[src/rtl/pim_host_ctrl.sv]
// pim_host_ctrl: host-side command sequencer for the PIM macro.
// Accepts one request at a time (req_valid/req_ready). It expands the request
// into single-cycle PIM commands and returns one response per request
// (rsp_valid/rsp_ready).
//
// Ports
//   clk, rst         clock, asynchronous active-high reset
//   req_*            request: cmd (WRITE/READ/OP/OP_RD/BLOCK_OP), alu select,
//                    addresses a/b/d, BLOCK_OP length, WRITE data
//   rsp_*            response: data (read value or element count), err flag
//   busy             sequencer not idle
//   pim_*            PIM command port (opcode, addresses, write data) and
//                    combinational read result
module pim_host_ctrl #(
  parameter int DATA_WIDTH = 32,
  parameter int ADDR_WIDTH = 10,
  parameter int LEN_WIDTH  = 8
) (
  input  logic                  clk,
  input  logic                  rst,
  input  logic                  req_valid,
  output logic                  req_ready,
  input  logic [2:0]            req_cmd,
  input  logic [1:0]            req_alu,
  input  logic [ADDR_WIDTH-1:0] req_addr_a,
  input  logic [ADDR_WIDTH-1:0] req_addr_b,
  input  logic [ADDR_WIDTH-1:0] req_addr_d,
  input  logic [LEN_WIDTH-1:0]  req_len,
  input  logic [DATA_WIDTH-1:0] req_data,
  output logic                  rsp_valid,
  input  logic                  rsp_ready,
  output logic [DATA_WIDTH-1:0] rsp_data,
  output logic                  rsp_err,
  output logic                  busy,
  output logic [2:0]            pim_opcode,
  output logic [ADDR_WIDTH-1:0] pim_addr_a,
  output logic [ADDR_WIDTH-1:0] pim_addr_b,
  output logic [ADDR_WIDTH-1:0] pim_addr_result,
  output logic [DATA_WIDTH-1:0] pim_write_data,
  input  logic [DATA_WIDTH-1:0] pim_result
);

  localparam logic [2:0] CMD_WRITE = 3'b000;
  localparam logic [2:0] CMD_READ  = 3'b001;
  localparam logic [2:0] CMD_OP    = 3'b010;
  localparam logic [2:0] CMD_OP_RD = 3'b011;
  localparam logic [2:0] CMD_BLOCK = 3'b100;

  localparam logic [2:0] PIM_WRITE = 3'b100;
  localparam logic [2:0] PIM_READ  = 3'b111;
  localparam logic [2:0] PIM_NOP   = 3'b110;

  typedef enum logic [1:0] {IDLE, ISSUE, RDBK, RESP} state_t;

  state_t                state, state_nxt;
  logic                  fire;
  logic                  illegal;
  logic [LEN_WIDTH-1:0]  idx;

  // Request fields captured at the handshake.
  logic [2:0]            cmd_p0;
  logic [1:0]            alu_p0;
  logic [ADDR_WIDTH-1:0] addr_a_p0, addr_b_p0, addr_d_p0;
  logic [LEN_WIDTH-1:0]  len_p0;
  logic [DATA_WIDTH-1:0] data_p0;
  logic [ADDR_WIDTH-1:0] rd_addr;
  logic                  last_elem;

  assign req_ready = (state == IDLE) && !rst;
  assign fire      = req_valid && req_ready;
  assign illegal   = (req_cmd > CMD_BLOCK);
  assign rsp_valid = (state == RESP);
  assign busy      = (state != IDLE);
  // READ reads its source address; OP_RD reads back the destination it just wrote.
  assign rd_addr   = (cmd_p0 == CMD_READ) ? addr_a_p0 : addr_d_p0;
  assign last_elem = (idx == len_p0 - LEN_WIDTH'(1));

  always_ff @(posedge clk) begin
    if (fire) begin
      cmd_p0    <= req_cmd;
      alu_p0    <= req_alu;
      addr_a_p0 <= req_addr_a;
      addr_b_p0 <= req_addr_b;
      addr_d_p0 <= req_addr_d;
      len_p0    <= req_len;
      data_p0   <= req_data;
    end
  end

  always_ff @(posedge clk or posedge rst) begin
    if (rst) begin
      state    <= IDLE;
      idx      <= '0;
      rsp_data <= '0;
      rsp_err  <= 1'b0;
    end else begin
      state <= state_nxt;
      if (state == ISSUE) idx <= idx + LEN_WIDTH'(1);
      else                idx <= '0;
      if (fire) begin
        rsp_err  <= illegal;
        rsp_data <= (req_cmd == CMD_BLOCK) ? DATA_WIDTH'(req_len) : '0;
      end else if (state == RDBK) begin
        rsp_data <= pim_result;
      end else if ((state == RESP) && rsp_ready) begin
        rsp_err <= 1'b0;
      end
    end
  end

  always_comb begin
    state_nxt = state;
    case (state)
      IDLE: begin
        if (fire) begin
          if (illegal)                                     state_nxt = RESP;
          else if (req_cmd == CMD_READ)                    state_nxt = RDBK;
          else if ((req_cmd == CMD_BLOCK) && (req_len == '0)) state_nxt = RESP;
          else                                             state_nxt = ISSUE;
        end
      end
      ISSUE: begin
        if (cmd_p0 == CMD_OP_RD)                     state_nxt = RDBK;
        else if ((cmd_p0 != CMD_BLOCK) || last_elem) state_nxt = RESP;
      end
      RDBK:    state_nxt = RESP;
      RESP:    if (rsp_ready) state_nxt = IDLE;
      default: state_nxt = IDLE;
    endcase
  end

  always_comb begin
    pim_opcode      = PIM_NOP;
    pim_addr_a      = '0;
    pim_addr_b      = '0;
    pim_addr_result = '0;
    pim_write_data  = '0;
    if (state == ISSUE) begin
      case (cmd_p0)
        CMD_WRITE: begin
          pim_opcode      = PIM_WRITE;
          pim_addr_result = addr_d_p0;
          pim_write_data  = data_p0;
        end
        CMD_BLOCK: begin
          // Element addresses wrap modulo the PIM address space.
          pim_opcode      = {1'b0, alu_p0};
          pim_addr_a      = addr_a_p0 + ADDR_WIDTH'(idx);
          pim_addr_b      = addr_b_p0 + ADDR_WIDTH'(idx);
          pim_addr_result = addr_d_p0 + ADDR_WIDTH'(idx);
        end
        default: begin
          pim_opcode      = {1'b0, alu_p0};
          pim_addr_a      = addr_a_p0;
          pim_addr_b      = addr_b_p0;
          pim_addr_result = addr_d_p0;
        end
      endcase
    end else if (state == RDBK) begin
      pim_opcode = PIM_READ;
      pim_addr_a = rd_addr;
    end
  end

endmodule

[config.mk]
export PLATFORM = sky130hd
export DESIGN_NAME = pim_host_ctrl
export DESIGN_NICKNAME = d
export VERILOG_FILES = /design/src/rtl/pim_host_ctrl.sv
export SDC_FILE = /design/constraint.sdc
export NUM_CORES = 1
export LEC_CHECK = 0
export ABC_CLOCK_PERIOD_IN_PS = 4600
export BUFFER_PORTS_ARGS = -buffer_cell sky130_fd_sc_hd__buf_2
export CORE_UTILIZATION = 51
export DETAILED_ROUTE_END_ITERATION = 10
export HOLD_SLACK_MARGIN = 0.05
export PLACE_DENSITY = 0.81
export SETUP_SLACK_MARGIN = 0.05
export SLEW_MARGIN = 20
export SYNTH_ARGS = -nofsm -noshare
export SYNTH_HDL_FRONTEND = slang
export SYNTH_SLANG_ARGS = --single-unit
[constraint.sdc]
create_clock -name clk -period 4.6 [get_ports clk]
set_input_delay 0.23 -clock clk [delete_from_list [all_inputs] [get_ports clk]]
set_output_delay 0.23 -clock clk [all_outputs]
set_load 0.005 [all_outputs]
==> impl_results.md <==
- Inserted Clock Buffers: 17
- Vias per cell: roughly 5.7
- Routed wire length per instance: 18.34 um
- Final hold violation count: 0
- Antenna cell count: 0
- Share of the clock period used by the worst path after layout: 0.7334
- Xor-xnor portion of the synthesized cell area: 0.04583
- Path type of the worst setup path: flip-flop to output pin
- Synthesized-area fraction occupied by ao, oa, aoi and oai cells: 0.1123
- Startpoint type of the worst setup path: flip-flop
- Remaining design rule violation count: 0
- Core region area: 0.01201 mm2
- Initial antenna violation count: 0
- Internal: roughly 2900 uW
- Main combinational cell family by area after synthesis: simple AND/OR/NAND/NOR gates
- Worst clock skew on the final layout: roughly 0.012 ns
- Fraction of synthesized area in multiplexers: 0.05000
- Pin count of the biggest net entering global routing: around 60
- Slew headroom: 0.3544
- Net Sw Power: around 1400 uW
- Final WL: 18,710 um
- Hold Crit Class: primary input to flip-flop
- Ratio of cells with drive above 1 in the final layout: 0.2955
- Mean instance size in the synthesized netlist: about 11 um2
- Half-perimeter wire length after placement: 12,110 um
- Antenna Violating Nets Remaining: 0
- Number of global-route vias before repair: 5,943
- I/O pin total: approximately 210
- Total power of the final layout: 4255 uW
- Commonest cells after routing, fill and taps aside: buf_2, dlygate4sd3_1, edfxtp_1, nor2_1, and2_1
- Post-synthesis cell type count: 54
- Register bit count reported by yosys: 118
- Number of port buffers: between 200 and 250
- Die height: 113.2 um
- Starting utilization of the core area: 0.5250
- H-tree lvl count: 4
- Num rows: 40
- Final setup violation count: 0
- Number of warnings reported in the yosys synthesis log: 0
- Violation count after the first detailed-routing iteration: 505
- Fraction of power spent switching nets: 0.3283
- Overall overflow remaining after global route: 0
- Peak supply drop: 0.3796 mV
- Clk pwr share: 0.318
- Data required time of the worst path: approximately 4.4 ns
- Most common library cell in the layout ignoring fill and taps: buf_2
- Area added between synthesis and finish: 41.25%
- First-pass iteration count of the detailed router: 5
- Run status: finished, final reports clean
- Clock root buffer: clkbuf_16
- Wire length of the first global-routing pass: between 20,000 and 30,000 um
- Clock net sink count: about 120
- Crit path max-delay cell type: ha_2
- Setup TNS: 0 ns
- Fraction of power consumed by sequential logic: 0.357
- Async S/R FF share, synth: 0.3644
- Weighted congestion reported at the end of routability-driven placement: between 0.9 and 1
- Prevailing post-synth register cell: edfxtp_1
- Final layout net count: 1,005
- Post-Synthesis Cells: 570
- Critical Path AT: approximately 3.1 ns
- Critical Path Sink Type: output pin
- Pwr dens: around 480 mW/mm2
- Post-Synth Adder-Cell Area: 0.07103
- Worst skew pair latency: ~0.42 ns
- Number of enable flip-flop cells after synthesis: 75
- Seq/Total Area, Yosys: 0.5278
- Worst path max stage delay: 0.84 ns
- Largest fanout on the critical path: 38
- Die width: 113.2 um
- Global-route usage over all layers: 0.3010
- Max-slew violation count: 0
- Synthesized netlist net count: 715
- CP cell instances: inv_1, ha_2, nand2b_1, nor2_1, a22oi_1, o21ai_0, buf_2
- Buffers plus inverters on the worst setup path: 2
- Unrepaired setup endpoints after global routing: false
- Crit path time final: around 3.4 ns
- Overall via count from detail_route: around 5,800
- Leakage power: ~0.0041 uW
- Maximum capacitance violations: 0
- Synthesized area: about 0.0063 mm2
- Post-Synth Simple-Gate Area: 0.1633
- Gate family responsible for the most delay along the worst path: simple AND/OR/NAND/NOR gates
- Comb power frac: 0.325
- DIE AREA: 0.01281 mm2
- CTS Buffer Depth: 2
- Clock transition at the registers of the reported paths: 0.06 ns
- Highest achievable clock rate: about 0.30 GHz
- Worst Tran Pin Value: approximately 0.97 ns
- CTS tree: done
==> cell usage after synthesis, types with 5 or more instances <==
cell	number	area share
nor3_1	6	0.0048
a21oi_1	32	0.025
and3_1	6	0.0060
dfrtp_1	43	0.17
o21ai_0	24	0.019
mux2i_1	30	0.048
xor2_1	12	0.017
a31oi_1	7	0.0069
ha_1	31	0.062
nor3b_1	6	0.0071
nor2_1	56	0.033
xnor2_1	21	0.029
clkbuf_1	23	0.014
and2_1	47	0.047
inv_1	26	0.015
nand3_1	15	0.012
a21o_1	9	0.011
a22oi_1	5	0.0060
nand2b_1	7	0.0069
edfxtp_1	75	0.36
nand2_1	25	0.015
==> flip-flops by register name, indices dropped and copies added, names as in the netlist, 3 cells and up <==
signal / cells
len_p0: 8
rsp_data: 32
cmd_p0: 3
addr_a_p0: 10
addr_d_p0: 10
idx: 8
addr_b_p0: 10
data_p0: 32
==> per-stage QoR <==
stage,util,instances,hold WS [ns],worst slack [ns],cell area (um2)
detailed placement,0.6251,909,0.2195,1.713,7508
floorplan,-,570,0.3289,0.8130,6306
global placement,0.6251,909,0.2074,1.841,7508
finish,0.7416,1020,0.06651,1.226,8907
CTS,0.7416,1020,0.05026,1.269,8907
global route,0.7416,1020,0.06522,1.018,8907
==> worst min-delay path: stages <==
cell and delay [ns]:
buf_2 0.08, mux2i_1 0.06, nor2_1 0.08
==> timing repair <==
item / CTS / global route
setup endpoints to repair: 0 / 0
resized for setup: 0 / 0
hold buffers: 79 / 0
setup buffers: 0 / 0
endpoints found under the hold margin: 89 / 0
==> power by group through the flow <==
stage / Combinational, uW / Sequential [uW] / Clock, uW
2_1_floorplan: 762 / 1520 / 0
3_3_place_gp: 1240 / 1510 / 0
3_5_place_dp: 1300 / 1520 / 0
4_1_cts: 1350 / 1510 / 1360
5_1_grt: 1510 / 1540 / 1410
6_report: 1380 / 1520 / 1350
==> per-layer routing <==
metal  routed length (um)  share of wire  global-route usage  vias to the layer above
met5                    0              0                   0                        -
met4                  578          0.031              0.1386                        0
met3                 1565          0.084             0.08838                       62
met2                 9397           0.50              0.5162                      336
met1                 7169           0.38              0.3482                     2749
li1                     -              -                   -                     2620
==> logic make-up after synthesis <==
logic type               after synthesis
flip-flops                           118
adder cells (fa/ha/maj)               34
multiplexers                          31
AND/OR/NAND/NOR                      194
buffers and inverters                 50
XOR/XNOR                              33
AO/OA/AOI/OAI                        110
==> area by class of cell <==
cell class,count,area [um2]
clock buffer,24,525.5
clock inverter,8,82.58
fill,789,3104
inverter,26,97.59
multi-input combinational,402,2805
sequential,118,3328
tap,147,183.9
timing repair buffer,295,1884
==> worst paths after layout <==
path / from / endpoint / slack [ns] / depth (start not counted)
max: state[0] / pim_addr_a[7] / 1.23 / 7
min: pim_result[18] / rsp_data[18] / 0.07 / 3
max reg2reg: state[0] / rsp_data[3] / 1.86 / 9
min reg2reg: rsp_data[7] / rsp_data[7] / 0.50 / 2
max in group asynchronous: rst / rsp_data[15] / 3.52 / 4
min in group asynchronous: rst / idx[5] / 0.36 / 3
(Power assumes the default switching activity.)
